$ cat src/rtl/onehot_dec_pkg.sv
// onehot_dec_pkg: shared state type and helpers for the one-hot decode transmitter
package onehot_dec_pkg;

   typedef enum logic [1:0] {IDLE, DRIVE, GAP} dec_state_t;

   localparam int MAX_OUT_W = 32;

   function automatic logic [MAX_OUT_W-1:0] onehot_of(input logic [4:0] idx);
      return MAX_OUT_W'(1) << idx;
   endfunction

   // Gap counter width: enough to hold GAP_CYCLES, never narrower than one bit
   function automatic int gap_w(input int gap_cycles);
      return gap_cycles > 0 ? $clog2(gap_cycles + 1) : 1;
   endfunction

endpackage

$ cat src/rtl/onehot_decode_tx_gap_counter.sv
// gap_counter: loadable down-counter timing the idle gap after each output handshake
module gap_counter
   import onehot_dec_pkg::*;
#(
   parameter int GAP_CYCLES = 2,
   localparam int W = gap_w(GAP_CYCLES)
) (
   input  logic         clk,
   input  logic         rst_n,
   input  logic         load,
   input  logic [W-1:0] load_val,
   output logic         done
);

   logic [W-1:0] count;

   // Load on request, otherwise count down and rest at zero
   always_ff @(posedge clk or negedge rst_n)
      if (!rst_n)
         count <= '0;
      else if (load)
         count <= load_val;
      else if (count != '0)
         count <= count - W'(1);

   assign done = count == W'(1);

endmodule

$ cat src/rtl/onehot_decode_tx.sv
// onehot_decode_tx: registers the one-hot decode of an accepted index and hands it downstream
module onehot_decode_tx
   import onehot_dec_pkg::*;
#(
   parameter int IN_W       = 2,
   parameter int GAP_CYCLES = 2,
   parameter int CNT_W      = 8,
   localparam int OUT_W     = 2 ** IN_W
) (
   input  logic             clk,
   input  logic             rst_n,
   input  logic [IN_W-1:0]  in_idx,
   input  logic             in_valid,
   output logic             in_ready,
   output logic [OUT_W-1:0] out_onehot,
   output logic             out_valid,
   input  logic             out_ready,
   output logic             busy,
   output logic [CNT_W-1:0] txn_cnt
);

   localparam int GW = gap_w(GAP_CYCLES);

   dec_state_t state, state_d;
   logic       load, done, accept, emit;

   // in_ready depends on state only; forced low while reset is held
   assign in_ready = rst_n && state == IDLE;
   assign accept   = in_valid && state == IDLE;
   assign emit     = out_valid && out_ready;
   assign busy     = state != IDLE;

   // State register
   always_ff @(posedge clk or negedge rst_n)
      if (!rst_n)
         state <= IDLE;
      else
         state <= state_d;

   // Next state; the gap counter is loaded on the output handshake
   always_comb begin
      state_d = state;
      load    = 1'b0;
      case (state)
         IDLE:    if (accept) state_d = DRIVE;
         DRIVE:   if (emit) begin
                     state_d = GAP_CYCLES == 0 ? IDLE : GAP;
                     load    = 1'b1;
                  end
         GAP:     if (done) state_d = IDLE;
         default: state_d = IDLE;
      endcase
   end

   gap_counter #(.GAP_CYCLES(GAP_CYCLES)) u_gap (
      .clk      (clk),
      .rst_n    (rst_n),
      .load     (load),
      .load_val (GW'(GAP_CYCLES)),
      .done     (done)
   );

   // Output registers: set on accept, cleared and counted on the output handshake
   always_ff @(posedge clk or negedge rst_n)
      if (!rst_n) begin
         out_onehot <= '0;
         out_valid  <= 1'b0;
         txn_cnt    <= '0;
      end else if (accept) begin
         out_onehot <= OUT_W'(onehot_of(5'(in_idx)));
         out_valid  <= 1'b1;
      end else if (emit) begin
         out_onehot <= '0;
         out_valid  <= 1'b0;
         txn_cnt    <= txn_cnt + CNT_W'(1);
      end

   a_onehot: assert property (@(posedge clk) disable iff (!rst_n)
      out_valid ? $onehot(out_onehot) : out_onehot == '0);

   a_valid_drive: assert property (@(posedge clk) disable iff (!rst_n)
      out_valid == (state == DRIVE));

endmodule

$ cat config.mk
export PLATFORM = sky130hd
export DESIGN_NAME = onehot_decode_tx
export DESIGN_NICKNAME = d
export VERILOG_FILES = /design/src/rtl/onehot_dec_pkg.sv /design/src/rtl/onehot_decode_tx_gap_counter.sv /design/src/rtl/onehot_decode_tx.sv
export SDC_FILE = /design/constraint.sdc
export NUM_CORES = 1
export LEC_CHECK = 0
export ABC_AREA = 0
export CAP_MARGIN = 25
export CELL_PAD_IN_SITES_DETAIL_PLACEMENT = 1
export CELL_PAD_IN_SITES_GLOBAL_PLACEMENT = 2
export CORE_ASPECT_RATIO = 0.75
export CORE_UTILIZATION = 31
export CTS_CLUSTER_DIAMETER = 120
export CTS_CLUSTER_SIZE = 40
export DETAILED_ROUTE_END_ITERATION = 10
export PLACE_DENSITY_LB_ADDON = 0.1
export REMOVE_ABC_BUFFERS = 1
export SLEW_MARGIN = 0
export SYNTH_ARGS = -nofsm -noshare
export SYNTH_HDL_FRONTEND = slang
export SYNTH_SLANG_ARGS = --single-unit
export TNS_END_PERCENT = 30
$ cat constraint.sdc
create_clock -name clk -period 3.7 [get_ports clk]
set_clock_uncertainty 0.15 [all_clocks]
set_input_delay 0.74 -clock clk [delete_from_list [all_inputs] [get_ports clk]]
set_output_delay 0.74 -clock clk [all_outputs]
set_load 0.01 [all_outputs]
# --- After elaboration in Yosys (flattened, before gate mapping) ---
# Index checks and enable logic that the tools add are counted.
word_totals:
  regBits: 17
  inputBits: 6
  output_inout_bits: 15
op_classes:
  n_addsub: 2
  n_eq_ne: 6
  shift: 1
  n_mux: 12
  bitwise_logic: 1
  n_reduce_logical: 10
ops:
  columns: ["op", "n"]
  rows:
  - ["$mux 2", 5]
  - ["$add 8x1->8 const B", 1]
  - ["$mux 4", 2]
  - ["$reduce_bool 2->1", 4]
  - ["$ne 2x2->1 const B", 3]
  - ["$pmux 2 s3", 1]
  - ["$eq 2x1->1 const B", 2]
  - ["$mux 1", 4]
  - ["$shl 1x2->4 const A", 1]
  - ["$logic_and 1x1->1", 3]
  - ["$reduce_and 3->1", 1]
  - ["$eq 2x2->1 const B", 1]
  - ["$logic_not 2->1", 1]
  - ["$reduce_and 2->1", 1]
  - ["$sub 2x1->2 const B", 1]
  - ["$not 1->1", 1]

# --- Depth between registers and ports, before layout ---
# Gate-level depths: netlist of the first run.
depth:
  ltp_word: 4
  ltp_mapped: 5
  depth_no_buf: 5

# --- Cells and area by module ---
# A second synthesis of the first run with hierarchy kept.
unflattened:
  cells_unflattened: 75
  hier_area_um2: 847.1
by_module_without_submodules:
  columns: ["module", "instances", "cells_per_inst", "area_per_inst_um2", "seq_area_each_um2"]
  rows:
  - ["onehot_decode_tx", 1, 62, 710.7, 375.4]
  - ["gap_counter", 1, 13, 136.4, 50.0]

# --- Worst setup path before layout of the first run ---
# No wires, ideal clock.
synth_path:
  kind: "input to output"
  from: "input rst_n"
  to: "output in_ready"
  arrival_ns: 0.931
  required_time_ns: 2.810
  path_slack_ns: 1.879
  path_stages: 2
  path_buffers: 0
  cell_sequence: "inv_1 > nor2_1"
synth_via:
  elab_chain_cells: 1
synth_lines:
  columns: ["element", "line_no", "source"]
  rows:
  - ["from (decl)", "onehot_decode_tx.sv:11", "input logic rst_n,"]
  - ["$logic_and 1x1->1", "onehot_decode_tx.sv:28", "assign in_ready = rst_n && state == IDLE;"]
  - ["to (decl)", "onehot_decode_tx.sv:14", "output logic in_ready,"]
# No other way between the ends.

# --- Final worst setup path of the first run ---
# Same ends and word-level chain as after synthesis.

==> results of run 1 <==
## sequential cells by signal (all words and copies together) (netlist names)
| name | count |
|---|---|
| out_onehot | 4 |
| u_gap.count | 2 |
| out_valid | 1 |
| state | 2 |
| txn_cnt | 8 |
## power by group through the flow
| stage | logic, mW | clock network (mW) | registers [mW] |
|---|---|---|---|
| final | 0.358 | 0.102 | 0.331 |
| after CTS | 0.364 | 0.107 | 0.333 |
| after floorplan | 0.178 | 0 | 0.342 |
| after global routing | 0.395 | 0.114 | 0.347 |
| after global placement | 0.351 | 0 | 0.332 |
| after detailed placement | 0.363 | 0 | 0.336 |
## through the flow
| stage | instance area [um^2] | utilization [%] |
|---|---|---|
| 2_1_floorplan | 801 | - |
| 3_3_place_gp | 1050 | 44.1 |
| 3_5_place_dp | 1050 | 44.1 |
| 4_1_cts | 1080 | 45.2 |
| 5_1_grt | 1080 | 45.2 |
| 6_report | 1080 | 45.2 |
## final timing paths
check                              to  slack [ns]  cells after the start
max                          in_ready        0.89                      4
min                        txn_cnt[7]        0.33                      1
max reg2reg                txn_cnt[1]        2.11                      3
min reg2reg                txn_cnt[7]        0.33                      1
max in group asynchronous  txn_cnt[6]        2.54                      2
min in group asynchronous    state[1]        0.66                      2
## critical path, stage by stage
cell	delay, ns
clkdlybuf4s50_1	0.49
inv_1	0.04
nor2_1	0.10
clkdlybuf4s50_1	0.55
## cell type report
cell class / count / area, um^2 / area share, %
clock buffer: 3 / 22.5 / 2.09
clock inverter: 1 / 5.00 / 0.464
inverter: 4 / 15.0 / 1.39
multi-input combinational: 51 / 360 / 33.4
sequential: 17 / 425 / 39.4
tap: 34 / 42.5 / 3.94
timing repair buffer: 21 / 208 / 19.3
## cells in the final DEF, fill, tap and decap left out
| cell | Yosys | final |
|---|---|---|
| nand2b_1 | 1 | 1 |
| and2_1 | 2 | 2 |
| o31ai_1 | 1 | 1 |
| nand4_1 | 2 | 2 |
| ha_1 | 3 | 3 |
| nor3_1 | 3 | 3 |
| dfrtp_1 | 17 | 17 |
| clkbuf_4 | 0 | 3 |
| nor2_2 | 1 | 1 |
| nor3b_4 | 1 | 1 |
| buf_4 | 0 | 1 |
| or3b_1 | 1 | 1 |
| clkinv_2 | 0 | 1 |
| clkdlybuf4s50_1 | 0 | 20 |
| nor4b_2 | 1 | 1 |
| mux2_4 | 1 | 1 |
| nor3b_1 | 1 | 1 |
| nor2_1 | 2 | 2 |
| xnor2_1 | 2 | 2 |
| nand3_1 | 9 | 9 |
| inv_1 | 4 | 4 |
| nand3b_1 | 2 | 2 |
| or2_2 | 2 | 2 |
| mux2_2 | 1 | 1 |
| nand2_1 | 7 | 7 |
| xor2_1 | 6 | 6 |
| o21ai_0 | 2 | 2 |
## kinds of logic (layout without fill, tap and decap cells)
| kind of cell | Yosys count | count (layout) | synth area share, % |
|---|---|---|---|
| buf+inv | 5 | 29 | 2.48 |
| mux | 2 | 2 | 3.26 |
| xor+xnor | 8 | 8 | 8.70 |
| fa+ha+maj | 3 | 3 | 4.66 |
| flops | 17 | 17 | 52.8 |
| compound gates | 3 | 3 | 2.17 |
| simple gates | 35 | 35 | 25.9 |
## routing by layer
layer  part of all wire [%]  wire [um]  up-vias
met3                    5.5         94        2
met4                   0.70         12        0
li1                       -          -      294
met2                     43        742       20
met5                      0          0        -
met1                     51        869      298
==> results.toml, run 1 <==
[outcome]
status = "finished clean"

[timing]
post-route-min-period_ns = 2.81
drv_slew = 0
rsz0062_at_grt = "no"
relSlewSlack_pct = 70.0
worstMarginPinSlew_ns = 0.449
hold_viol_final = 0
setup_viol = 0
period_share_pct = 75.9
timing.hold.ws_ns = 0.328
fin_tns_setup_ns = 0
setup_slack_ns = 0.892
fmax_mhz = 356

[synth]
synth_top_area_share_pct = 52.8
synth_warnings = 0
synth_common_cells = "dfrtp_1 (17), nand3_1 (9), nand2_1 (7)"
avgSynthCellArea_um2 = 11.0
synth_cells = 73
synth-edff-count = 0
synth_most_common_cell = "dfrtp_1"
ys_seq_elements = 17
synthTopCellsByArea = "dfrtp_1 (53%), xor2_1 (6.5%), nand3_1 (5.6%), ha_1 (4.7%), nand2_1 (3.3%)"
yosysTopAreaCell = "dfrtp_1"
synth_ff_type = "dfrtp_1"
synth_area_um2 = 806
yosys.cell_types.count = 24
async_reset_ff_share_pct = 100
ys_seq_area_share_pct = 52.8

[cts]
holdBufCountCts = 0
cts_resized = 0
clk_pin_slew_ns = 0.11
root_buffer = "clkbuf_4"
cts.htree.levels = 1
cts_tree = "built"
clkLatencyLatePin_ns = 0.29
cts_buffers = 3
clk_path_buf_depth = 2
postCtsSetupBuffers = 0
cts.sinks = 17

[place]
portBuffers = 20
gp_congestion = 0.725
dp_cells = 127
place_hpwl_mm = 1.31
pre_cts_slack_ns = 0.869

[floorplanning]
chipWidth_um = 60.9
die_area_um2 = 2810
design.core.area_um2 = 2380
start_util_pct = 33.8
dieHeight_um = 46.2
ios = 21
rows = 15

[detailed_routing]
dr.pass1.iters = 2
wirelength_mm = 1.72
vias = 614
via_per_inst = 4.69
ant_nets = 0
avgRoutedWirePerCell_um = 13.1
drc_errors = 0
drtIter0Drc = 12

[global_routing]
grt_pass1_vias = 646
grt_busiest_layer = "met2"
met1_usage_pct = 20.4
grt_use_met3_pct = 5.06
grt_max_degree = 18
grt.met2_usage_pct = 22.6
grt_first_pass_wirelength_mm = 2.95
gr-total-overflow = 0
grtUsageTotal_pct = 14.9
antenna_found_initial = 0

[power]
vdd.ir_drop.worst_mv = 0.310
switching_power_mw = 0.293
pwr-share-clk_pct = 12.9
p_int_mw = 0.497
leakage_nw = 0.500
switching_share_pct = 37.1
p_total_mw = 0.790
p_seq_share_pct = 41.8
combPwrFrac_pct = 45.3
pwr_density_cell_nw_per_um2 = 733

[hold_path]
min_path_type = "flop to flop"
hold_start = "txn_cnt[7]"

[critical_path]
setup.worst_path.end_class = "primary output"
cp-start-kind = "primary input"
cp_max_fo = 2
crit_type = "primary input to primary output"
r2r_start = "state[1]"
cp-startpoint = "rst_n"
cp_data_required_time_ns = 2.81
critical_path_arrival_ns = 1.92

[layout]
diodes = 0
n_fill_cell = 284
nets = 107
area_growth_pct = 33.9
final_cell_count_no_fill = 131
drive_gt1_share_pct = 12.4

[run]
cap_viol_max_count = 0
Power figures use the tool's default switching activity.
==> inputs of run 2 (changes only) <==
- CORE_UTILIZATION: 31 -> 26
- clock period: 3.7 -> 2.25 ns (I/O delays scaled with it)
==> run 2 against run 1 <==
Net effect: highest routed layer unchanged; final area up 2.8%; critical endpoint is now busy; routed wire length fell by 2.4%; critical path type is now flop to primary output; sequential power rose by 64%; sequential share of layout area down 1.1 points; hold slack got worse by 0.0053 ns; power up 71%; critical path depth shrank 2; largest cell class unchanged; clock-buffer cell count did not move; non-clock buffer count increased by 1.
==> results.toml, run 2 (synthesis results as in run 1) <==
[power]
pwr_density_cell_nw_per_um2 = 1220
combPwrFrac_pct = 43.4
p_int_mw = 0.877
pwr-share-clk_pct = 16.5
switching_share_pct = 35.1
vdd.ir_drop.worst_mv = 0.402
leakage_nw = 0.516
switching_power_mw = 0.475
p_seq_share_pct = 40.1
p_total_mw = 1.35

[layout]
drive_gt1_share_pct = 13.3
top_register = "txn_cnt"
largestRegisters = "txn_cnt x8, out_onehot x4"
area_growth_pct = 37.6
multi_input_area_um2 = 360
seqCellArea_um2 = 425
layout_common_cells = "clkdlybuf4s50_1 (19), dfrtp_1 (17), nand3_1 (9)"
stdcell_area_um2 = 1110
n_fill_cell = 340
nets = 108
final_common_cell = "clkdlybuf4s50_1"
largest_register_ff_count = 8
diodes = 0
final_cell_count_no_fill = 136

[cts]
clk_pin_slew_ns = 0.06
cts_buffers = 3
root_buffer = "clkbuf_8"
cts.sinks = 17
cts.htree.levels = 1
clk_path_buf_depth = 2
cts_tree = "built"
clkLatencyLatePin_ns = 0.25

[floorplanning]
die_area_um2 = 3330
dieHeight_um = 50.2
chipWidth_um = 66.3
start_util_pct = 27.5
ios = 21
design.core.area_um2 = 2940
rows = 17

[global_routing]
grt_max_degree = 18
grtUsageTotal_pct = 12.1
grt_first_pass_wirelength_mm = 2.93
gr-total-overflow = 0
grt_pass1_vias = 622
antenna_found_initial = 0

[critical_path]
cp-start-kind = "flop"
cp_data_required_time_ns = 1.65
cp_top_family = "buffers and inverters"
worstPathCellList = "or2_2 -> clkdlybuf4s50_1"
r2r_slack_ns = 0.75
critical_path_arrival_ns = 1.48
critPathMaxStageDelay_ns = 0.48
worstReg2RegEnd = "txn_cnt[2]"
setup.worst_path.end_class = "primary output"
crit_type = "flop to primary output"
r2r_start = "state[1]"
reg2reg_depth = 3
slowest_stage = "clkdlybuf4s50_1"
path_buf_inv = 1
cp_max_fo = 5

[detailed_routing]
drtIter0Drc = 19
ant_nets = 0
wirelength_mm = 1.68
avgRoutedWirePerCell_um = 12.3
vias = 600
dr.pass1.iters = 3
drc_errors = 0
via_per_inst = 4.41

[hold_path]
hold_start = "txn_cnt[7]"
min_path_type = "flop to flop"
min_path_cells = 1
hold_path_end = "txn_cnt[7]"

[place]
place_hpwl_mm = 1.29
portBuffers = 20
dp_cells = 132
dpl_cell_area_um2 = 1060
gp_congestion = 0.650

[timing]
timing.hold.ws_ns = 0.323
rsz0062_at_grt = "no"
drv_slew = 0
relSlewSlack_pct = 76.1
period_share_pct = 92.6
hold_viol_final = 0
fmax_mhz = 480
fin_tns_setup_ns = 0
setup_viol = 0
worstMarginPinSlew_ns = 0.358
post-route-min-period_ns = 2.08

[run]
cap_viol_max_count = 0

[outcome]
status = "finished clean"
==> run 2: cell types whose count changed in the layout (fill, tap and decap cells not counted) <==
cell	delta
dlygate4sd2_1	+1
clkbuf_8	+3
clkbuf_4	-3
buf_4	+1
clkdlybuf4s50_1	-1
==> run 2: power groups by stage <==
stage	Clock (mW)	Combinational, mW	Sequential [mW]
after floorplan	0	0.292	0.562
after CTS	0.238	0.599	0.545
after detailed placement	0	0.601	0.546
after global placement	0	0.592	0.547
final	0.223	0.587	0.542
after global routing	0.249	0.651	0.563
==> run 2: worst register-to-register path, cell delays in order, from the launching register on <==
cell,delay [ns]
dfrtp_1,0.43
or3b_1,0.54
nand3_1,0.16
xnor2_1,0.13
==> run 2: cell type report <==
| type | instances | area share (%) |
|---|---|---|
| timing repair buffer | 22 | 19.3 |
| tap | 38 | 4.29 |
| multi-input combinational | 51 | 32.5 |
| clock buffer | 3 | 3.72 |
| sequential | 17 | 38.4 |
| clock inverter | 1 | 0.451 |
| inverter | 4 | 1.35 |
==> run 2: how the worst max path moves through the flow <==
stage,startpoint,end,slack [ns],cells past startpoint
finish,state[1],busy,0.17,2
global route,state[1],busy,0.11,2
CTS,state[1],busy,0.15,2
detailed placement,rst_n,in_ready,0.002,4
global placement,rst_n,in_ready,-0.01,4
floorplan,state[1],in_ready,0.72,2
==> run 2: repair_timing <==
item                                    4_1_cts  5_1_grt
hold endpoints to repair                      0        0
buffers inserted                              0        0
hold buffers                                  0        0
endpoints found under the setup margin        1        0
resized for setup                             1        0
==> run 2: routing by layer <==
layer | track usage, % | wire [um] | vias up
li1 | - | - | 298
met1 | 17.5 | 877 | 286
met2 | 16.5 | 707 | 14
met3 | 4.77 | 83 | 2
met4 | 3.19 | 7 | 0
met5 | 0 | 0 | -
==> run 2: through the flow <==
stage | util (%) | setup WS (ns)
floorplan | - | 0.723
global placement | 36.2 | -0.00993
detailed placement | 36.2 | 0.00250
CTS | 37.8 | 0.149
global route | 37.8 | 0.109
finish | 37.8 | 0.167
